--- config.mk ---
export PLATFORM = sky130hd
export DESIGN_NAME = alu_arbiter_flat
export DESIGN_NICKNAME = d
export VERILOG_FILES = /design/src/rtl/alu_arbiter_if.sv /design/src/rtl/alu_arbiter.sv /design/src/flat_wrapper.sv
export SDC_FILE = /design/constraint.sdc
export NUM_CORES = 1
export LEC_CHECK = 0
export BUFFER_PORTS_ARGS = -buffer_cell sky130_fd_sc_hd__buf_2
export CAP_MARGIN = 5
export CORE_AREA = 2 2 39 41
export CTS_CLUSTER_SIZE = 25
export DETAILED_ROUTE_END_ITERATION = 8
export DIE_AREA = 0 0 41 43
export PLACE_DENSITY = 0.78
export SLEW_MARGIN = 20
export SYNTH_ARGS = -nofsm -noshare
export SYNTH_HDL_FRONTEND = slang
export SYNTH_SLANG_ARGS = --single-unit
--- constraint.sdc ---
create_clock -name clk -period 2.92 [get_ports clk]
set_clock_uncertainty 0.05 [all_clocks]
set_input_delay 0.438 -clock clk [delete_from_list [all_inputs] [get_ports clk]]
set_output_delay 0.438 -clock clk [all_outputs]
set_load 0.01 [all_outputs]
--- src/rtl/alu_arbiter_if.sv ---
// Requester, ALU and response signals of the shared-ALU arbiter.
// Latency: none (signal bundle only).
// Backpressure: valid/ready per requester; responses cannot be stalled.
interface alu_arbiter_if #(
  parameter int N = 4
);
  logic         req0_valid;
  logic         req0_ready;
  logic [N-1:0] req0_a;
  logic [N-1:0] req0_b;
  logic [2:0]   req0_op;
  logic         req1_valid;
  logic         req1_ready;
  logic [N-1:0] req1_a;
  logic [N-1:0] req1_b;
  logic [2:0]   req1_op;
  logic [N-1:0] alu_a;
  logic [N-1:0] alu_b;
  logic [2:0]   alu_op;
  logic         alu_issue;
  logic [N-1:0] alu_result;
  logic [3:0]   alu_flags;
  logic         resp_valid;
  logic         resp_id;
  logic [N-1:0] resp_result;
  logic [3:0]   resp_flags;

  // Arbiter side.
  modport slave (
    input  req0_valid, req0_a, req0_b, req0_op,
    input  req1_valid, req1_a, req1_b, req1_op,
    input  alu_result, alu_flags,
    output req0_ready, req1_ready,
    output alu_a, alu_b, alu_op, alu_issue,
    output resp_valid, resp_id, resp_result, resp_flags
  );

  // Requesters plus ALU side.
  modport master (
    output req0_valid, req0_a, req0_b, req0_op,
    output req1_valid, req1_a, req1_b, req1_op,
    output alu_result, alu_flags,
    input  req0_ready, req1_ready,
    input  alu_a, alu_b, alu_op, alu_issue,
    input  resp_valid, resp_id, resp_result, resp_flags
  );
endinterface

--- src/rtl/alu_arbiter.sv ---
// Two-requester round-robin arbiter and in-flight tracker for a shared registered ALU.
// Latency: grant/issue combinational; response LAT cycles after issue, in issue order.
// Backpressure: ready only to the granted requester; responses are never stalled.
// Optional: define ALU_ARB_STATS_EN to add saturating 8-bit grant counters.
module alu_arbiter #(
  parameter int N   = 4,
  parameter int LAT = 2
) (
  input  logic        clk,
  input  logic        reset,
  alu_arbiter_if.slave bus
`ifdef ALU_ARB_STATS_EN
  ,
  output logic [7:0]  grant_cnt0,
  output logic [7:0]  grant_cnt1
`endif
);

  logic           last_grant;
  logic           grant_any;
  logic           grant_id;
  logic [LAT-1:0] trk_vld;
  logic [LAT-1:0] trk_id;

  // Pick the winner: a lone requester wins, a tie goes to whoever was not granted last.
  always_comb begin
    grant_any = bus.req0_valid | bus.req1_valid;
    if (bus.req0_valid && bus.req1_valid) begin
      grant_id = ~last_grant;
    end else begin
      grant_id = ~bus.req0_valid;
    end
  end

  assign bus.req0_ready = grant_any & ~grant_id;
  assign bus.req1_ready = grant_any & grant_id;

  // Route the granted payload to the ALU; zeros when nothing is issued.
  always_comb begin
    bus.alu_issue = grant_any;
    bus.alu_a     = '0;
    bus.alu_b     = '0;
    bus.alu_op    = '0;
    if (grant_any) begin
      bus.alu_a  = grant_id ? bus.req1_a  : bus.req0_a;
      bus.alu_b  = grant_id ? bus.req1_b  : bus.req0_b;
      bus.alu_op = grant_id ? bus.req1_op : bus.req0_op;
    end
  end

  // Remember the last winner; reset value 1 lets requester 0 take the first tie.
  always_ff @(posedge clk or posedge reset) begin
    if (reset) begin
      last_grant <= 1'b1;
    end else if (grant_any) begin
      last_grant <= grant_id;
    end
  end

  // Shift {valid, id} alongside the ALU pipeline so the tag lines up with its result.
  always_ff @(posedge clk or posedge reset) begin
    if (reset) begin
      trk_vld <= '0;
      trk_id  <= '0;
    end else begin
      trk_vld[0] <= grant_any;
      trk_id[0]  <= grant_any & grant_id;
      for (int i = 1; i < LAT; i++) begin
        trk_vld[i] <= trk_vld[i-1];
        trk_id[i]  <= trk_id[i-1];
      end
    end
  end

  assign bus.resp_valid  = trk_vld[LAT-1];
  assign bus.resp_id     = trk_id[LAT-1];
  assign bus.resp_result = bus.resp_valid ? bus.alu_result : '0;
  assign bus.resp_flags  = bus.resp_valid ? bus.alu_flags  : '0;

`ifdef ALU_ARB_STATS_EN
  // Per-requester transfer counters that stick at 255 instead of wrapping.
  always_ff @(posedge clk or posedge reset) begin
    if (reset) begin
      grant_cnt0 <= '0;
      grant_cnt1 <= '0;
    end else begin
      if (bus.req0_ready && grant_cnt0 != 8'hFF) grant_cnt0 <= grant_cnt0 + 8'd1;
      if (bus.req1_ready && grant_cnt1 != 8'hFF) grant_cnt1 <= grant_cnt1 + 8'd1;
    end
  end
`endif

endmodule

--- src/flat_wrapper.sv ---
// flat-port wrapper written by rule: the top's interface ports become plain ports
module alu_arbiter_flat 
#(
  parameter int N   = 4,
  parameter int LAT = 2
)
  (clk, reset, bus_req0_valid, bus_req0_a, bus_req0_b, bus_req0_op, bus_req1_valid, bus_req1_a, bus_req1_b, bus_req1_op, bus_alu_result, bus_alu_flags, bus_req0_ready, bus_req1_ready, bus_alu_a, bus_alu_b, bus_alu_op, bus_alu_issue, bus_resp_valid, bus_resp_id, bus_resp_result, bus_resp_flags);
  alu_arbiter_if #(.N(N)) bus_i ();
  input  logic clk;
  input  logic reset;
  input wire logic [$bits(bus_i.req0_valid)-1:0] bus_req0_valid;
  input wire logic [$bits(bus_i.req0_a)-1:0] bus_req0_a;
  input wire logic [$bits(bus_i.req0_b)-1:0] bus_req0_b;
  input wire logic [$bits(bus_i.req0_op)-1:0] bus_req0_op;
  input wire logic [$bits(bus_i.req1_valid)-1:0] bus_req1_valid;
  input wire logic [$bits(bus_i.req1_a)-1:0] bus_req1_a;
  input wire logic [$bits(bus_i.req1_b)-1:0] bus_req1_b;
  input wire logic [$bits(bus_i.req1_op)-1:0] bus_req1_op;
  input wire logic [$bits(bus_i.alu_result)-1:0] bus_alu_result;
  input wire logic [$bits(bus_i.alu_flags)-1:0] bus_alu_flags;
  output wire logic [$bits(bus_i.req0_ready)-1:0] bus_req0_ready;
  output wire logic [$bits(bus_i.req1_ready)-1:0] bus_req1_ready;
  output wire logic [$bits(bus_i.alu_a)-1:0] bus_alu_a;
  output wire logic [$bits(bus_i.alu_b)-1:0] bus_alu_b;
  output wire logic [$bits(bus_i.alu_op)-1:0] bus_alu_op;
  output wire logic [$bits(bus_i.alu_issue)-1:0] bus_alu_issue;
  output wire logic [$bits(bus_i.resp_valid)-1:0] bus_resp_valid;
  output wire logic [$bits(bus_i.resp_id)-1:0] bus_resp_id;
  output wire logic [$bits(bus_i.resp_result)-1:0] bus_resp_result;
  output wire logic [$bits(bus_i.resp_flags)-1:0] bus_resp_flags;
  assign bus_i.req0_valid = bus_req0_valid;
  assign bus_i.req0_a = bus_req0_a;
  assign bus_i.req0_b = bus_req0_b;
  assign bus_i.req0_op = bus_req0_op;
  assign bus_i.req1_valid = bus_req1_valid;
  assign bus_i.req1_a = bus_req1_a;
  assign bus_i.req1_b = bus_req1_b;
  assign bus_i.req1_op = bus_req1_op;
  assign bus_i.alu_result = bus_alu_result;
  assign bus_i.alu_flags = bus_alu_flags;
  assign bus_req0_ready = bus_i.req0_ready;
  assign bus_req1_ready = bus_i.req1_ready;
  assign bus_alu_a = bus_i.alu_a;
  assign bus_alu_b = bus_i.alu_b;
  assign bus_alu_op = bus_i.alu_op;
  assign bus_alu_issue = bus_i.alu_issue;
  assign bus_resp_valid = bus_i.resp_valid;
  assign bus_resp_id = bus_i.resp_id;
  assign bus_resp_result = bus_i.resp_result;
  assign bus_resp_flags = bus_i.resp_flags;
  alu_arbiter #(.N(N), .LAT(LAT)) u_core (.clk(clk), .reset(reset), .bus(bus_i));
endmodule
======== Word level (Yosys, flattened, before mapping) ========
Index checks and enable logic that the tools add are counted.
operators by class
  reductions and logical operators ........ 1
  multiplexer cells ....................... 9
  bitwise gates (word level) .............. 6
operator list
  operator           number
  $mux 4             6
  $mux 3             2
  $not 1->1          3
  $and 1x1->1        2
  $logic_and 1x1->1  1
  $mux 1             1
  $or 1x1->1         1
storage, ports and cells
  output and inout bits ................... 24
  register bits ........................... 5
  logic and storage cells ................. 19
  input bits .............................. 34

======== Longest topological paths before layout ========
Gate-level depths: netlist (run 1).
  depth in word-level cells ............... 4
  mapped depth ............................ 3
  mapped depth without buffers ............ 2

======== Worst setup path before layout (run 1) ========
No wires, ideal clock.
  path type ............................... register to output
  start point ............................. reg u_core.last_grant
  end point ............................... out bus_alu_a[0]
  stages on the path, launching flop included .. 4
  buffers on the path ..................... 1
  path slack .............................. 1.408 ns
  data arrival time ....................... 1.024 ns
  required time ........................... 2.432 ns
  cell sequence ........................... dfstp_2 nand2b_1 buf_6 a32o_1
between the ends
  word-level cells in the longest chain between the ends .. 4
ends and longest elaborated chain
  element                 RTL line            RTL
  from (decl)             alu_arbiter.sv:19   logic last_grant;
  from (signal assigned)  alu_arbiter.sv:56   last_grant <= grant_id;
  $not 1->1               alu_arbiter.sv:29   grant_id = ~last_grant;
  $mux 1                  alu_arbiter.sv:28   if (bus.req0_valid && bus.req1_valid) begin
  $mux 4                  alu_arbiter.sv:45   bus.alu_a = grant_id ? bus.req1_a : bus.req0_a;
  $mux 4                  alu_arbiter.sv:44   if (grant_any) begin
  to (decl)               flat_wrapper.sv:23  output wire logic [$bits(bus_i.alu_a)-1:0] bus_alu_a;
No other way between the ends.

======== Worst setup path in the final report (run 1) ========
  start point ............................. reg u_core.last_grant
  end point ............................... out bus_alu_a[2]
Same word-level chain as after synthesis.

==> flow_summary.rst, run 1 <==
.. list-table::
   :header-rows: 1

   * - Metric
     - Value
   * - Yosys warns
     - 0
   * - Post-route clock period utilization
     - 68.5%
   * - Clock tree from TritonCTS
     - built
   * - Total congestion overflow after global routing
     - 0
   * - Min setup slack post-route
     - 0.920 ns
   * - Max-capacitance violation count
     - 0
   * - Count of hold buffers inserted by post-cts repair
     - 0
   * - Highest Clock Rate
     - 500 MHz
   * - Average size of a mapped cell
     - 10.4 sq um
   * - Worst slack after detailed placement
     - 1.02 ns
   * - Worst-case headroom to the max-slew limit
     - 67.4%
   * - Area of the core region
     - 1380 sq um
   * - Growth of design area from synthesis to finish
     - 86.9%
   * - Final max-slew violation count
     - 0
   * - Post-route minimum period
     - 2.00 ns
   * - Post-Syn Area
     - 354 sq um
   * - Commonest non-fill, non-tap cell in the layout
     - sky130_fd_sc_hd__buf_2
   * - Number of nets produced by synthesis
     - 68
   * - First-pass iteration count of the detailed router
     - 3
   * - Number of storage elements in the synthesis netlist
     - 5
   * - Number of buffer and inverter instances along the worst setup path
     - 1
   * - Setup CP Type
     - flip-flop to output port
   * - Worst stage delay on the critical path
     - 0.55 ns
   * - Post-CTS Repair Setup Buffers
     - 0
   * - Sequential-to-total area share from yosys stat
     - 35.7%
   * - Post-Route WL
     - 1070 um
   * - Number of distinct standard cells referenced by the synthesized netlist
     - 14
   * - H-tree depth
     - 1
   * - Via Count
     - 511
   * - Initial antenna violation count
     - 0
   * - Reg2reg setup slack
     - 1.92 ns
   * - Total global-route track usage
     - 12.3%
   * - Ant diodes
     - 0
   * - Required time of the critical path
     - 2.43 ns
   * - Count of buffers inserted at the top-level ports
     - 57
   * - Number of buffers on the longest clock path
     - 2
   * - Area used by sequential logic in the layout
     - 126 sq um
   * - Number of DRC markers in iteration 0
     - 7
   * - Clock transition at the registers of the reported paths
     - 0.04 ns
   * - Summed negative setup slack over all endpoints
     - 0 ns
   * - Most frequent cells in the layout
     - 57 x sky130_fd_sc_hd__buf_2, 11 x sky130_fd_sc_hd__a32o_1, 8 x sky130_fd_sc_hd__and2_1, 4 x sky130_fd_sc_hd__dfrtp_1, 3 x sky130_fd_sc_hd__clkbuf_4
   * - Number of fill cells
     - 135
   * - Run status
     - complete, no violations
   * - RSZ-0062 raised after global routing
     - no
   * - Antenna viol nets, final
     - 0
   * - Post-layout total power
     - 257 uW
   * - Final setup viols
     - 0
   * - Maximum number of pins on one net before global-route repair
     - 16
   * - Final-stage net count
     - 127
   * - Final Hold Fails
     - 0
   * - Placed insts
     - 104
   * - Clock tree root driver cell
     - sky130_fd_sc_hd__clkbuf_4
   * - Actual slew at the worst max-slew pin
     - 0.486 ns
   * - Worst r2r dst
     - u_core.trk_id[0]
   * - Total area of multi-input combinational cells
     - 200 sq um
   * - Wire length of the first global-routing pass
     - 1490 um
   * - Slowest cell on the critical path
     - sky130_fd_sc_hd__dfstp_2
   * - Layout cell share with drive strength beyond 1
     - 69.6%
   * - # DRC
     - 0
   * - Kind of cell with the highest combined delay on the critical path
     - flip-flops
   * - Average wire length per cell after detail routing
     - 9.94 um
   * - Sinks on the clock net
     - 5
   * - Worst hold margin
     - 0.0358 ns
   * - Static leakage
     - 0.368 nW
   * - Final non-filler cell total
     - 108
   * - Kind of end point of the critical path
     - output port
   * - Clock insertion delay at the later pin of the skew report
     - 0.23 ns
   * - Logic depth of the worst register-to-register path
     - 1
   * - Highest net fanout along the worst path
     - 12
   * - Critical Path Start Type
     - flip-flop
   * - Number of buffers created by CTS
     - 3
   * - Syn Inst Count
     - 34
   * - Initial Util
     - 25.6%
   * - WP data arrival
     - 1.51 ns
   * - Pwr/cell area
     - 389 nW/um^2
   * - Chip height
     - 43 um
   * - CTS-repair resized insts
     - 0
   * - List of cells traversed by the critical path
     - nand2b_1, a32o_1, buf_2
   * - Worst min-delay path category
     - input port to async pin
   * - Die Area
     - 1760 sq um
   * - R2R Path Start
     - u_core.last_grant
   * - Die W
     - 41 um
   * - I/O Pins
     - 58
   * - Final RePlAce weighted congestion
     - 0.698
   * - Peak supply drop
     - 0.186 mV
   * - Number of core rows
     - 14
   * - Via-per-instance ratio
     - 4.73
   * - Vias in the first global route
     - 411
[cell usage after synthesis]
cell / number / area, sq um
sky130_fd_sc_hd__a21boi_2: 1 / 11.3
sky130_fd_sc_hd__a21oi_1: 1 / 5.00
sky130_fd_sc_hd__a32o_1: 11 / 110
sky130_fd_sc_hd__and2_1: 8 / 50.1
sky130_fd_sc_hd__and2_2: 1 / 7.51
sky130_fd_sc_hd__buf_2: 1 / 5.00
sky130_fd_sc_hd__buf_4: 1 / 7.51
sky130_fd_sc_hd__buf_6: 1 / 11.3
sky130_fd_sc_hd__dfrtp_1: 4 / 100
sky130_fd_sc_hd__dfstp_2: 1 / 26.3
sky130_fd_sc_hd__inv_1: 1 / 3.75
sky130_fd_sc_hd__nand2b_1: 1 / 6.26
sky130_fd_sc_hd__nor2_1: 1 / 3.75
sky130_fd_sc_hd__or2_2: 1 / 6.26
[where the power goes]
group / internal [mW] / switching, mW / leakage [nW]
sequential: 0.0770 / 0.00388 / 0.0558
clock: 0.0515 / 0.0253 / 0.0150
combinational: 0.0525 / 0.0473 / 0.297
total: 0.181 / 0.0765 / 0.368
[area by class of cell]
type	instances	area share, %
multi-input cells	25	30.2
flip-flops and latches	5	19.1
well taps	16	3.02
inverters	1	0.567
repair buffers	57	43.1
clock buffers	4	3.97
[cell families (layout without fill, tap and decap cells)]
group | count (synthesis) | after routing | synth area share (%)
DFF | 5 | 5 | 35.7
AOI/OAI and AO/OA | 13 | 13 | 35.7
and+or+nand+nor | 12 | 12 | 20.9
buffers and inverters | 4 | 62 | 7.77
[layer usage]
layer | wire [um] | GRT usage (%) | share of wire (%) | up-vias
li1 | - | - | - | 252
met5 | 0 | 0 | 0 | -
met4 | 0 | 8.00 | 0 | 0
met2 | 513 | 20.0 | 48 | 49
met1 | 355 | 14.0 | 33 | 210
met3 | 203 | 1.57 | 19 | 0
[registers in the layout, indices dropped and copies added (netlist names)]
name,flops
u_core.trk_id,2
u_core.trk_vld,2
u_core.last_grant,1
[metrics by stage]
stage	utilization (%)	cell area [sq um]
after global routing	47.8	662
final	47.8	662
after detailed placement	45.9	636
after CTS	47.8	662
after global placement	45.9	636
after floorplan	-	354
[how the worst max path moves through the flow]
| stage | depth (start not counted) | from | end | slack (ns) |
|---|---|---|---|---|
| finish | 3 | u_core.last_grant | bus_alu_a[2] | 0.92 |
| global route | 3 | u_core.last_grant | bus_alu_b[2] | 0.81 |
| CTS | 3 | u_core.last_grant | bus_alu_a[2] | 0.91 |
| detailed placement | 4 | bus_req0_valid | bus_alu_a[2] | 1.02 |
| global placement | 4 | bus_req0_valid | bus_alu_op[2] | 1.06 |
| floorplan | 3 | u_core.last_grant | bus_alu_a[0] | 1.41 |
(Power assumes the default switching activity.)
==> run 2: changes to the inputs <==
- ABC_AREA: default -> 1
- CORE_AREA: 2 2 39 41 -> default
- CORE_MARGIN: default -> 2
- CORE_UTILIZATION: default -> 28
- DIE_AREA: 0 0 41 43 -> default
- clock period: 2.92 -> 1.9 ns (I/O delays scaled with it)
==> flow_summary.rst, run 2 <==
.. list-table::
   :header-rows: 1

   * - Metric
     - Value
   * - Run status
     - complete, no violations
   * - Die Area
     - 1730 sq um
   * - Required time of the critical path
     - 1.56 ns
   * - Number of core rows
     - 13
   * - Wire length of the first global-routing pass
     - 2080 um
   * - Post-CTS Repair Setup Buffers
     - 0
   * - Main area contributors after synthesis
     - sky130_fd_sc_hd__nand2_1 29%, sky130_fd_sc_hd__dfrtp_1 25%, sky130_fd_sc_hd__nand3_1 14%, sky130_fd_sc_hd__inv_1 10%, sky130_fd_sc_hd__dfstp_2 6.6%
   * - Min setup slack post-route
     - 0.211 ns
   * - Commonest non-fill, non-tap cell in the layout
     - sky130_fd_sc_hd__buf_2
   * - Simple-gate area share of the yosys netlist
     - 44.9%
   * - Most frequent cells in the layout
     - 57 x sky130_fd_sc_hd__buf_2, 30 x sky130_fd_sc_hd__nand2_1, 11 x sky130_fd_sc_hd__inv_1, 11 x sky130_fd_sc_hd__nand3_1, 4 x sky130_fd_sc_hd__dfrtp_1
   * - Clock tree root driver cell
     - sky130_fd_sc_hd__clkbuf_4
   * - Summed negative setup slack over all endpoints
     - 0 ns
   * - Switching power
     - 148 uW
   * - Proportion of synthesized area in mux cells
     - 0%
   * - Dominant synthesized flop cell
     - sky130_fd_sc_hd__dfrtp_1
   * - Growth of design area from synthesis to finish
     - 81.6%
   * - Leading registers by flop count
     - u_core.trk_id (2), u_core.trk_vld (2), u_core.last_grant (1)
   * - Average size of a mapped cell
     - 5.90 sq um
   * - Area of the core region
     - 1320 sq um
   * - Number of storage elements in the synthesis netlist
     - 5
   * - Highest Clock Rate
     - 592 MHz
   * - Number of buffer and inverter instances along the worst setup path
     - 2
   * - Peak supply drop
     - 0.346 mV
   * - Vias in the first global route
     - 532
   * - I/O Pins
     - 58
   * - WP data arrival
     - 1.35 ns
   * - Maximum number of pins on one net before global-route repair
     - 15
   * - Final setup viols
     - 0
   * - Ant diodes
     - 0
   * - Average wire length per cell after detail routing
     - 8.94 um
   * - Total global-route track usage
     - 16.1%
   * - Final Hold Fails
     - 0
   * - Compound-cell area share of the yosys netlist
     - 4.75%
   * - Half-perimeter wire length of the detailed placement result
     - 1030 um
   * - R2R Path Start
     - u_core.last_grant
   * - Xor/xnor cell area share of the yosys netlist
     - 0%
   * - Hold Path Stages
     - 3
   * - Sequential Power Share
     - 29.5%
   * - Kind of end point of the critical path
     - output port
   * - Via-per-instance ratio
     - 4.48
   * - Post-route clock period utilization
     - 88.9%
   * - Number of enable flip-flop cells after synthesis
     - 0
   * - Pwr/cell area
     - 586 nW/um^2
   * - Clock insertion delay at the later pin of the skew report
     - 0.26 ns
   * - Max-capacitance violation count
     - 0
   * - Logic depth of the worst register-to-register path
     - 3
   * - Worst min-delay path category
     - input port to flip-flop
   * - # DRC
     - 0
   * - Number of distinct standard cells referenced by the synthesized netlist
     - 14
   * - Sequential-to-total area share from yosys stat
     - 32.0%
   * - Critical Path Start Type
     - flip-flop
   * - Antenna viol nets, final
     - 0
   * - Synth top cells by count
     - 31 x sky130_fd_sc_hd__nand2_1, 11 x sky130_fd_sc_hd__inv_1, 11 x sky130_fd_sc_hd__nand3_1
   * - Highest net fanout along the worst path
     - 7
   * - Post-route minimum period
     - 1.69 ns
   * - Number of buffers on the longest clock path
     - 2
   * - Fraction of power consumed by combinational cells
     - 38.5%
   * - Initial antenna violation count
     - 0
   * - Synth area leader
     - sky130_fd_sc_hd__nand2_1
   * - Sinks on the clock net
     - 5
   * - Final max-slew violation count
     - 0
   * - Clock transition at the registers of the reported paths
     - 0.05 ns
   * - Layout cell share with drive strength beyond 1
     - 52.4%
   * - Number of DRC markers in iteration 0
     - 8
   * - Start point of the worst min-delay path
     - bus_req1_valid
   * - Design internal power
     - 273 uW
   * - Clock tree from TritonCTS
     - built
   * - First-pass iteration count of the detailed router
     - 4
   * - Number of buffers created by CTS
     - 3
   * - Via Count
     - 632
   * - Switching part of the total power
     - 35.1%
   * - Post-Syn Area
     - 395 sq um
   * - Static leakage
     - 0.513 nW
   * - Final-stage net count
     - 161
   * - List of cells traversed by the critical path
     - a21oi_2, buf_4, nand2_1, nand2_1, buf_2
   * - Worst slack after detailed placement
     - 0.388 ns
   * - Post-Route WL
     - 1260 um
   * - H-tree depth
     - 1
   * - Die W
     - 41.6 um
   * - Post-synthesis adder-cell area fraction
     - 0%
   * - Final RePlAce weighted congestion
     - 0.744
   * - Total congestion overflow after global routing
     - 0
   * - Reg2reg setup slack
     - 0.86 ns
   * - Worst stage delay on the critical path
     - 0.37 ns
   * - Worst-case headroom to the max-slew limit
     - 79.5%
   * - Setup CP Type
     - flip-flop to output port
   * - Actual slew at the worst max-slew pin
     - 0.307 ns
   * - Initial Util
     - 30.0%
   * - Clock group share of total power
     - 31.9%
   * - Chip height
     - 41.6 um
   * - Area share of the leading cell type in the synthesized netlist
     - 29.4%
   * - Worst r2r dst
     - u_core.last_grant
   * - Cell with the most instances after synthesis
     - sky130_fd_sc_hd__nand2_1
   * - Most common cell type on the critical path
     - sky130_fd_sc_hd__nand2_1
   * - Yosys warns
     - 0
   * - Syn Inst Count
     - 67
   * - Hold-critical path endpoint
     - u_core.trk_vld[0]
   * - RSZ-0062 raised after global routing
     - no
   * - Kind of cell with the highest combined delay on the critical path
     - flip-flops
   * - Count of buffers inserted at the top-level ports
     - 57
   * - Slowest cell on the critical path
     - sky130_fd_sc_hd__dfstp_2
   * - Number of nets produced by synthesis
     - 101
   * - Async SR Flop Fraction
     - 100%
   * - Main combinational cell family by area after synthesis
     - simple AND/OR/NAND/NOR gates
-- run 2: cell types whose count changed in the layout (fill, tap and decap cells not counted), sizes merged, moves of 9 or more --
cell / delta
a32o: -11
and2: -9
inv: +11
nand2: +32
nand3: +11
-- run 2: metal layers --
layer	track usage, %	vias up	wire length, um
met5	0	-	0
met4	7.74	0	15
met3	9.13	4	213
met2	26.6	52	588
met1	16.2	260	443
li1	-	316	-
-- run 2: worst max path at each step --
| stage | startpoint | end | slack (ns) | depth (start not counted) |
|---|---|---|---|---|
| final | u_core.last_grant | bus_alu_op[1] | 0.21 | 5 |
| after global routing | u_core.last_grant | bus_alu_a[3] | 0.1 | 5 |
| after global placement | bus_req0_valid | bus_alu_a[3] | 0.41 | 6 |
| after CTS | u_core.last_grant | bus_alu_b[1] | 0.10 | 5 |
| after floorplan | u_core.last_grant | bus_alu_a[0] | 0.61 | 5 |
| after detailed placement | bus_req0_valid | bus_alu_op[1] | 0.39 | 6 |
-- run 2: timing repair --
| action | CTS | global route |
|---|---|---|
| resized for setup | 0 | 1 |
| hold endpoints to repair | 4 | 0 |
| hold buffers | 1 | 0 |
| setup endpoints to repair | 0 | 11 |
-- run 2: metrics by stage --
step	cells	hold WS, ns	util, %	power [mW]	instance area [sq um]
global route	141	0.252	54.5	0.454	718
global placement	136	0.131	51.6	0.282	679
detailed placement	136	0.136	51.6	0.286	679
finish	141	0.239	54.5	0.421	718
CTS	141	0.223	54.3	0.427	716
floorplan	67	0.0128	-	0.209	395
-- run 2: logic make-up (layout without fill, tap and decap cells) --
kind of cell	Yosys count	count (layout)
buffers and inverters	16	75
and+or+nand+nor	43	43
AOI/OAI and AO/OA	3	3
DFF	5	5
-- run 2: power by group through the flow --
stage | clock, mW | sequential, mW | combinational, mW
3_3_place_gp | 0 | 0.125 | 0.157
2_1_floorplan | 0 | 0.124 | 0.0849
3_5_place_dp | 0 | 0.126 | 0.160
6_report | 0.134 | 0.124 | 0.162
5_1_grt | 0.145 | 0.126 | 0.184
4_1_cts | 0.140 | 0.124 | 0.162
-- run 2: worst min-delay path, delay by kind of cell --
family	cells	cell delay (ns)
AND/OR/NAND/NOR	1	0.07
buffers and inverters	2	0.15
-- run 2: cell type report --
cell class              count  area (sq um)
multi-input cells          46           199
clock buffers               4          26.3
repair buffers             59           303
inverters                  12          45.0
well taps                  15          18.8
fillers                   139           599
flip-flops and latches      5           126
